$ cat src/rtl/addsub_arbiter.sv
// addsub_arbiter: four requesters share one 8-bit add/subtract datapath.
// A round-robin pick in IDLE selects a requester; its operands are latched in
// LOAD, the arithmetic is registered in EXEC and DONE pulses the matching ack.
module addsub_arbiter (
    input  logic        clk,
    input  logic        reset,
    input  logic [3:0]  req,
    input  logic [3:0]  sub,
    input  logic [31:0] opa,
    input  logic [31:0] opb,
    output logic [3:0]  gnt,
    output logic [3:0]  ack,
    output logic [7:0]  result,
    output logic        cout,
    output logic        ovf,
    output logic        busy
);

    typedef enum logic [1:0] {
        StIdle,
        StLoad,
        StExec,
        StDone
    } state_e;

    state_e      state_q, state_d;
    logic [7:0]  a_q, b_q;
    logic        m_q;
    logic [1:0]  sel_q;
    logic [1:0]  ptr_q;
    logic [7:0]  result_q;
    logic        cout_q;
    logic        ovf_q;

    logic [1:0]  pick;
    logic        pick_valid;
    logic [1:0]  idx;
    logic [7:0]  b_x;
    logic [8:0]  sum;
    logic [3:0]  sel_oh;

    // Round-robin search starting at ptr; the first hit in ptr..ptr+3 wins.
    always_comb begin
        pick       = ptr_q;
        pick_valid = 1'b0;
        idx        = ptr_q;
        for (int i = 0; i < 4; i++) begin
            idx = ptr_q + 2'(i);
            if (!pick_valid && req[idx]) begin
                pick       = idx;
                pick_valid = 1'b1;
            end
        end
    end

    // Shared datapath: subtract is A + ~B + 1, so cout=1 means no borrow.
    always_comb begin
        b_x = b_q ^ {8{m_q}};
        sum = {1'b0, a_q} + {1'b0, b_x} + {8'b0, m_q};
    end

    // Next-state sequencing; req is only looked at in IDLE.
    always_comb begin
        state_d = state_q;
        unique case (state_q)
            StIdle: if (pick_valid) state_d = StLoad;
            StLoad: state_d = StExec;
            StExec: state_d = StDone;
            StDone: state_d = StIdle;
            default: state_d = StIdle;
        endcase
    end

    // State and datapath registers; reset aborts any operation in flight.
    always_ff @(posedge clk) begin
        if (reset) begin
            state_q  <= StIdle;
            a_q      <= 8'h00;
            b_q      <= 8'h00;
            m_q      <= 1'b0;
            sel_q    <= 2'd0;
            ptr_q    <= 2'd0;
            result_q <= 8'h00;
            cout_q   <= 1'b0;
            ovf_q    <= 1'b0;
        end else begin
            state_q <= state_d;
            if (state_q == StIdle && pick_valid) begin
                sel_q <= pick;
            end
            if (state_q == StLoad) begin
                a_q <= opa[{sel_q, 3'b000} +: 8];
                b_q <= opb[{sel_q, 3'b000} +: 8];
                m_q <= sub[sel_q];
            end
            if (state_q == StExec) begin
                result_q <= sum[7:0];
                cout_q   <= sum[8];
                ovf_q    <= (a_q[7] == b_x[7]) && (sum[7] != a_q[7]);
            end
            if (state_q == StDone) begin
                // Served requester drops to lowest priority next time round.
                ptr_q <= sel_q + 2'd1;
            end
        end
    end

    // Outputs decoded from registered state only.
    always_comb begin
        sel_oh = 4'b0001 << sel_q;
        busy   = (state_q != StIdle);
        gnt    = busy ? sel_oh : 4'b0000;
        ack    = (state_q == StDone) ? sel_oh : 4'b0000;
        result = result_q;
        cout   = cout_q;
        ovf    = ovf_q;
    end

endmodule

$ cat config.mk
export PLATFORM = sky130hd
export DESIGN_NAME = addsub_arbiter
export DESIGN_NICKNAME = d
export VERILOG_FILES = /design/src/rtl/addsub_arbiter.sv
export SDC_FILE = /design/constraint.sdc
export NUM_CORES = 1
export LEC_CHECK = 0
export BUFFER_PORTS_ARGS = -buffer_cell sky130_fd_sc_hd__buf_2
export CAP_MARGIN = 40
export CORE_UTILIZATION = 39
export DETAILED_ROUTE_END_ITERATION = 6
export PLACE_DENSITY = 0.67
export SYNTH_ARGS = -nofsm -noshare
export SYNTH_HDL_FRONTEND = slang
export SYNTH_SLANG_ARGS = --single-unit
$ cat constraint.sdc
create_clock -name clk -period 2.4 [get_ports clk]
set_input_delay 0.48 -clock clk [delete_from_list [all_inputs] [get_ports clk]]
set_output_delay 0.48 -clock clk [all_outputs]
set_load 0.05 [all_outputs]
# After elaboration in Yosys (flattened, before gate mapping)
# Cells that the tools add are included.
op_classes:
  n_mux: 21
  bitwise_logic: 1
  n_lt_le_gt_ge: 5
  n_reduce_logical: 10
  eq_ne: 6
  shift: 3
  addsub: 6
ops:
  columns: ["operator", "count"]
  rows:
  - ["$shiftx A32 B6 Y8", 2]
  - ["$lt A2 B3 Y1 const B", 5]
  - ["$bmux W1 S2", 5]
  - ["$add A8 B8 Y9", 1]
  - ["$add A9 B1 Y9", 1]
  - ["$mux W1", 9]
  - ["$mux W2", 4]
  - ["$mux W4", 2]
  - ["$pmux W2 S4", 1]
  - ["$xor A8 B8 Y8", 1]
  - ["$logic_and A1 B1 Y1", 5]
  - ["$add A2 B1 Y2 const B", 2]
  - ["$add A2 B2 Y2 const B", 2]
  - ["$eq A2 B2 Y1 const B", 2]
  - ["$shl A1 B2 Y4 const A", 1]
  - ["$logic_not A1 Y1", 3]
  - ["$eq A2 B1 Y1 const B", 1]
  - ["$logic_not A2 Y1", 1]
  - ["$ne A2 B2 Y1 const B", 1]
  - ["$reduce_bool A2 Y1", 1]
  - ["$eq A1 B1 Y1", 1]
  - ["$ne A1 B1 Y1", 1]
totals:
  elab_cells: 61
  inputBits: 74
  regBits: 33

# Longest topological paths before layout
# Gate-level depths: netlist (run 1).
logic_depth:
  word_depth: 14
  depth_mapped: 9
  mapped_depth_nobuf: 8

# Worst setup path before layout (run 1)
# No wires, ideal clock.
synth_path:
  path_type: "reg-to-output"
  from: "register sel_q[0]"
  to: "output port gnt[2]"
  arrival_time_ns: 1.678
  n_path_buf: 2
  path_stages_with_launch: 6
  required_ns: 1.920
  slack_ns: 0.242
  cell_sequence: "dfxtp_1 > buf_2 > buf_4 > inv_1 > ha_1 > nor2b_1"
synth_between:
  elab_chain_cells: 2
synth_rtl:
  columns: ["item", "line_no", "source"]
  rows:
  - ["from (decl)", "29", "logic [1:0] sel_q;"]
  - ["from (signal assigned)", "89", "sel_q <= pick;"]
  - ["$shl A1 B2 Y4", "110", "sel_oh = 4'b0001 << sel_q;"]
  - ["$mux W4", "112", "gnt = busy ? sel_oh : 4'b0000;"]
  - ["to (decl)", "11", "output logic [3:0] gnt,"]
# Every way passes these cells.

# Final worst setup path (run 1)
layout_path:
  from: "register m_q"
  to: "register ovf_q (netlist: ovf)"
layout_between:
  elab_chain_cells: 5
layout_rtl:
  columns: ["item", "line_no", "source"]
  rows:
  - ["from (decl)", "28", "logic m_q;"]
  - ["from (signal assigned)", "94", "m_q <= sub[sel_q];"]
  - ["$xor A8 B8 Y8", "58", "b_x = b_q ^ {8{m_q}};"]
  - ["$add A8 B8 Y9", "59", "sum = {1'b0, a_q} + {1'b0, b_x} + {8'b0, m_q};"]
  - ["$add A9 B1 Y9", "59", null]
  - ["$ne A1 B1 Y1", "99", "ovf_q <= (a_q[7] == b_x[7]) && (sum[7] != a_q[7]);"]
  - ["$logic_and A1 B1 Y1 *", "99", null]
  - ["to (signal assigned)", "99", null]
  - ["to (decl)", "33", "logic ovf_q;"]
# Every way passes the cells marked *; elsewhere a longest branch is shown, timed or not.
# A chain may end at the register's enable or synchronous reset.

==> results of run 1 <==
[kinds of logic after synthesis]
| logic type | count (synthesis) |
|---|---|
| muxes | 38 |
| and+or+nand+nor | 73 |
| AOI/OAI and AO/OA | 33 |
| buffers and inverters | 25 |
| adders and majority gates | 17 |
| xor gates and xnor gates | 9 |
| DFF | 33 |
[worst min-delay path, stage by stage, from the launching register on]
cell and delay, ps:
dfxtp_1 310, nand2_1 60, a21oi_1 50
[where the power goes]
part	internal [W]	switching [W]	leakage (nW)
logic	0.000558	0.000774	1.01
registers	0.000671	0.000107	0.270
clock network	0.000259	0.000207	0.0542
total	0.00149	0.00109	1.34
[cell usage after synthesis (5+ instances only)]
cell,n,area [um2]
inv_1,12,45.0
nor3_1,5,25.0
xor2_1,7,61.3
o21ai_0,5,25.0
nor2b_1,8,50.1
nand2_1,7,26.3
clkbuf_1,5,18.8
dfxtp_1,33,661
mux2i_1,19,190
a21oi_1,8,40.0
mux4_2,17,383
ha_1,16,200
nand3_1,7,35.0
nor2_1,28,105
[registers in the layout (all words and copies together) (netlist names)]
| name | count |
|---|---|
| a_q | 8 |
| b_q | 8 |
| cout | 1 |
| m_q | 1 |
| ovf | 1 |
| ptr_q | 2 |
| result | 8 |
| sel_q | 2 |
| state_q | 2 |
[placed cells by master, fill, tap and decap left out, drive strengths merged, types with 3 or more instances in the layout]
cell    count
a211oi      3
buf        99
xor2        7
o21ai       5
nor4        3
o21a        3
mux2i      20
ha         16
a31oi       3
nor3        5
mux4       17
inv        12
nand2       7
and2        4
and3        3
dfxtp      33
a21oi       8
nor2       28
nand3       7
nor2b       8
clkbuf      7
[through the flow]
| step | cells | total power [W] | hold WS (ps) | instance area [um2] |
|---|---|---|---|---|
| floorplan | 228 | 0.00183 | 467 | 2280 |
| global placement | 386 | 0.00210 | 451 | 2820 |
| detailed placement | 386 | 0.00213 | 453 | 2820 |
| CTS | 394 | 0.00260 | 464 | 2920 |
| global route | 394 | 0.00278 | 483 | 2920 |
| finish | 394 | 0.00258 | 461 | 2920 |
[worst min-delay path by stage]
| stage | from | endpoint | cells past startpoint |
|---|---|---|---|
| final | result[4] | result[4] | 2 |
| after global routing | result[4] | result[4] | 2 |
| after CTS | result[4] | result[4] | 2 |
| after detailed placement | result[4] | result[4] | 2 |
| after global placement | result[4] | result[4] | 2 |
| after floorplan | a_q[2] | a_q[2] | 2 |
[routing by layer]
layer,vias to the layer above,share of wire,wire [um],GRT usage
met5,-,0,0,0
met4,0,0.0091,47,0.0389
met2,63,0.46,2400,0.293
met3,7,0.055,286,0.0419
met1,935,0.47,2450,0.249
li1,1021,-,-,-
[cell type report]
class                      instances  area, um2  area share
sequential                        33        661       0.226
clock inverter                     1       5.00     0.00171
tap                               72       90.1      0.0309
inverter                          12       45.0      0.0154
clock buffer                       7       96.3      0.0330
timing repair buffer              99        513       0.176
multi-input combinational        170       1510       0.517
==> summary.md, run 1 <==
| Metric | Value |
|---|---|
| Run status | `complete, no violations` |
| Largest net degree at the start of global routing | `25` |
| EDFF count, synth | `0` |
| H-tree levels | `2` |
| WP buf/inv | `1` |
| Die area | `0.00616 mm2` |
| Clock transition at path regs | `70 ps` |
| Worst-Skew Late Latency | `280 ps` |
| TritonCTS Sinks | `33` |
| Levels on crit path | `8` |
| Slew at the pin with the worst max-slew slack | `508 ps` |
| Post-synth top flop | `dfxtp_1` |
| Post-CTS resize count | `0` |
| Mapped Nets | `319` |
| P_leak | `1.34 nW` |
| Top Ports | `93` |
| Initial drt markers | `71` |
| CP max-delay cell | `dfxtp_1` |
| DRT antenna net count | `0` |
| Residual DRC | `0` |
| Number of vias per cell | `5.14` |
| Adder-cell area share of the yosys netlist | `0.0966` |
| Gate Count Post-Synth | `228` |
| Complex-gate fraction of the synthesized area | `0.108` |
| Maximum VDD drop | `0.347 mV` |
| Dpl hpwl | `4070 um` |
| Reg2reg path depth | `8` |
| Ant. Diodes | `0` |
| Min Tclk post-route | `2210 ps` |
| Synth Warn # | `0` |
| Critical Path RT | `2580 ps` |
| Critical path class | `flop to flop` |
| XOR/XNOR Fraction of Synth Area | `0.0346` |
| Final setup margin | `188 ps` |
| CTS Buf Count | `5` |
| Final net count | `412` |
| Core ar. | `0.00557 mm2` |
| Slowest cell delay on critical path | `430 ps` |
| PwrDens | `883 mW/mm2` |
| Largest family of logic cells by synthesized area | `multiplexers` |
| Async S/R FF share, synth | `0` |
| Yosys cell types | `45` |
| Final setup fails | `0` |
| Fin. Hold Viols | `0` |
| Mux cell area share after synthesis | `0.262` |
| # rows | `27` |
| Slew headroom | `0.661` |
| Initial antenna violation count | `0` |
| TritonRoute pass-1 iters | `4` |
| Crit path to | `ovf` |
| Fraction of the yosys area taken by sequential cells | `0.290` |
| Reg2reg end | `ovf` |
| Synth Cell Area | `0.00228 mm2` |
| RSZ-0062 raised after global routing | `false` |
| Global-route wire length before repair | `8900 um` |
| DR WL/cell | `13.2 um` |
| Final worst-path cycle share | `0.922` |
| Syn_area_per_cell | `10.0 um2` |
| Setup Fix Bufs, Post-CTS | `0` |
| Synthesized flop and latch total | `33` |
| Hold/Removal Path Class | `flop to flop` |
| Filler Cell Count | `539` |
| Area grow syn2layout | `28.0%` |
| Fmax | `0.452 GHz` |
| Vias in the first global route | `1,943` |
| I/O Buffers | `92` |
| Die Wd | `78.5 um` |
| Critical Path, Cell by Cell | `buf_4 -> xor2_1 -> ha_1 -> nand2_1 -> nand3b_1 -> a221oi_4 -> nor4_1 -> a311o_1` |
| Hold buffer count at CTS | `0` |
| Clk buf depth | `2` |
| R2r setup slk | `190 ps` |
| DP Worst Slack | `206 ps` |
| Share of cells above drive strength 1 | `0.404` |
| Crit end category | `flop` |
| Simple-gate share of the synthesized area | `0.161` |
| Startpoint types | `flop` |
| Clock skew | `4.00 ps` |
| Placer Congestion | `0.833` |
| Slew Limit Fails | `0` |
| Die Y | `78.5 um` |
| Final core utilization | `0.524` |
| Via Count | `2,026` |
| CP Max Fanout | `7` |
| Sum of negative setup slack | `0 ps` |
| DRT Wirelength | `5190 um` |
| GRT Residual Overflow | `0` |
| CTS tree | `yes` |
| Worst setup path startpoint | `m_q` |
| Initial core utilization | `0.409` |
| Reg-to-Reg Start | `m_q` |
| Delay-heaviest family, CP | `compound AO/OA/AOI/OAI gates` |
| Arrival time at the worst endpoint | `2390 ps` |
| Total Routing Usage GR | `0.182` |
| Root Driver | `clkbuf_8` |
| Max cap viols | `0` |
(Power assumes the default switching activity.)
==> inputs of run 2 (changes only) <==
- SETUP_SLACK_MARGIN: not set -> 0.4
- clock period: 2.4 -> 2.2 ns (I/O delays scaled with it)
==> run 2 against run 1 <==
Net effect:
- worst hold slack improved by 4.6 ps
- largest cell class unchanged
- total power increased by 19%
- combinational power increased by 32%
==> summary.md, run 2 (same netlist as run 1, synthesis figures left out) <==
| Metric | Value |
|---|---|
| Total Routing Usage GR | `0.192 (+0.0100)` |
| Root Driver | `clkbuf_8` |
| Vias in the first global route | `1,981 (+2.0%)` |
| Initial core utilization | `0.409 (unchanged)` |
| # rows | `27 (unchanged)` |
| Arrival time at the worst endpoint | `2220 ps (-170 ps)` |
| Fin. Hold Viols | `0 (unchanged)` |
| DRT antenna net count | `0 (unchanged)` |
| Fmax | `0.506 GHz (+12%)` |
| Die Y | `78.5 um (unchanged)` |
| CTS tree | `yes` |
| Final net count | `421 (+2.2%)` |
| Clock skew | `5.01 ps (+1.01 ps)` |
| Min Tclk post-route | `1980 ps (-236 ps)` |
| Global-route wire length before repair | `9180 um (+3.1%)` |
| I/O Buffers | `92 (unchanged)` |
| RSZ-0062 raised after global routing | `true` |
| CTS Buf Count | `5 (unchanged)` |
| Hold/Removal Path Class | `flop to flop` |
| Layout Cells excl Fill | `403 (+2.3%)` |
| Die area | `0.00616 mm2 (unchanged)` |
| Share of cells above drive strength 1 | `0.502 (+0.0978)` |
| Critical path class | `flop to flop` |
| DR WL/cell | `14.4 um (+9.3%)` |
| Most common cell after layout, fill and taps aside | `buf_2` |
| Startpoint types | `flop` |
| Sum of negative setup slack | `0 ps (unchanged)` |
| Max cap viols | `0 (unchanged)` |
| Core ar. | `0.00557 mm2 (unchanged)` |
| Clock transition at path regs | `70 ps (about the same)` |
| Hold_sp | `result[4]` |
| Number of vias per cell | `5.14 (-0.11%)` |
| Via Count | `2,070 (+2.2%)` |
| Largest net degree at the start of global routing | `21 (-16%)` |
| Top Ports | `93 (unchanged)` |
| Die Wd | `78.5 um (unchanged)` |
| Maximum VDD drop | `0.385 mV (+11%)` |
| Ant. Diodes | `0 (unchanged)` |
| TritonCTS Sinks | `33 (unchanged)` |
| PwrDens | `976 mW/mm2 (+11%)` |
| Slew at the pin with the worst max-slew slack | `408 ps (-100 ps)` |
| Final worst-path cycle share | `0.898 (-0.0236)` |
| Worst-Skew Late Latency | `290 ps (about the same)` |
| GRT Residual Overflow | `0 (unchanged)` |
| Run status | `complete, no violations` |
| DP Worst Slack | `142 ps (-64.2 ps)` |
| Filler Cell Count | `487 (-9.6%)` |
| Residual DRC | `0 (unchanged)` |
| Critical Path RT | `2440 ps (-140 ps)` |
| P_leak | `1.38 nW (+3.5%)` |
| CP Max Fanout | `8 (+1)` |
| Slew Limit Fails | `0 (unchanged)` |
| Initial antenna violation count | `0 (unchanged)` |
| Most frequent cells in the layout | `buf_2, nor2_1, dfxtp_1` |
| Crit end category | `flop` |
| Slew headroom | `0.728 (+0.0667)` |
| Initial drt markers | `64 (-9.9%)` |
| Reg-to-Reg Start | `m_q` |
| Area grow syn2layout | `38.3%` |
| TritonRoute pass-1 iters | `4 (unchanged)` |
| Dpl hpwl | `4350 um (+7.0%)` |
| DRT Wirelength | `5800 um (+12%)` |
| Clk buf depth | `2 (unchanged)` |
| Final setup fails | `0 (unchanged)` |
| Final setup margin | `224 ps (+36.3 ps)` |
| H-tree levels | `2 (unchanged)` |
| Placer Congestion | `0.837 (+0.52%)` |
| Placed cell count | `385 (-0.26%)` |
| Worst setup path startpoint | `m_q` |
[run 2: layer usage]
metal	wire, um	up-vias	global-route usage
li1	-	1037	-
met1	2610	974	0.242
met2	2850	52	0.322
met3	271	7	0.0488
met4	74	0	0.0593
met5	0	-	0
[run 2: worst paths after layout]
path / end / depth (start not counted) / slack (ps)
max reg2reg: result[6] / 8 / 220
min reg2reg: result[4] / 2 / 470
max: result[6] / 8 / 220
min: result[4] / 2 / 470
[run 2: repair_timing]
action / 4_1_cts / 5_1_grt
setup buffers: 2 / 8
hold endpoints to repair: 0 / 0
resized for setup: 22 / 16
gates cloned: 0 / 0
pin swaps: 2 / 4
endpoints found under the setup margin: 15 / 16
hold buffers: 0 / 0
[run 2: final cells by class]
cell class,count,area (um2),share of cell area
clock buffers,6,72.6,0.0230
clock inverters,2,10.0,0.00318
inverters,12,45.0,0.0143
multi-input cells,170,1620,0.515
flip-flops and latches,33,673,0.214
well taps,72,90.1,0.0286
repair buffers,108,638,0.202
[run 2: worst max-delay path, cell delays in order, from the launching register on]
cell      delay (ps)
dfxtp_4          430
xor2_2           170
inv_1             80
fa_2             390
nor2b_4          130
o21a_1           160
o211ai_1         120
a2111o_1         380
nand3_1           80
[run 2: power by group]
group / switching, W / total, W / internal [W]
registers: 0.000129 / 0.000871 / 0.000742
clock network: 0.000226 / 0.000445 / 0.000219
logic: 0.000940 / 0.00176 / 0.000819
total: 0.00130 / 0.00308 / 0.00178
[run 2: through the flow]
step,instance area (um2),util,power (W),hold slack (ps)
after detailed placement,2850,0.511,0.00238,461
after global placement,2850,0.511,0.00234,457
after floorplan,2320,-,0.00205,465
final,3150,0.565,0.00308,466
after CTS,3010,0.541,0.00291,471
after global routing,3150,0.565,0.00328,502
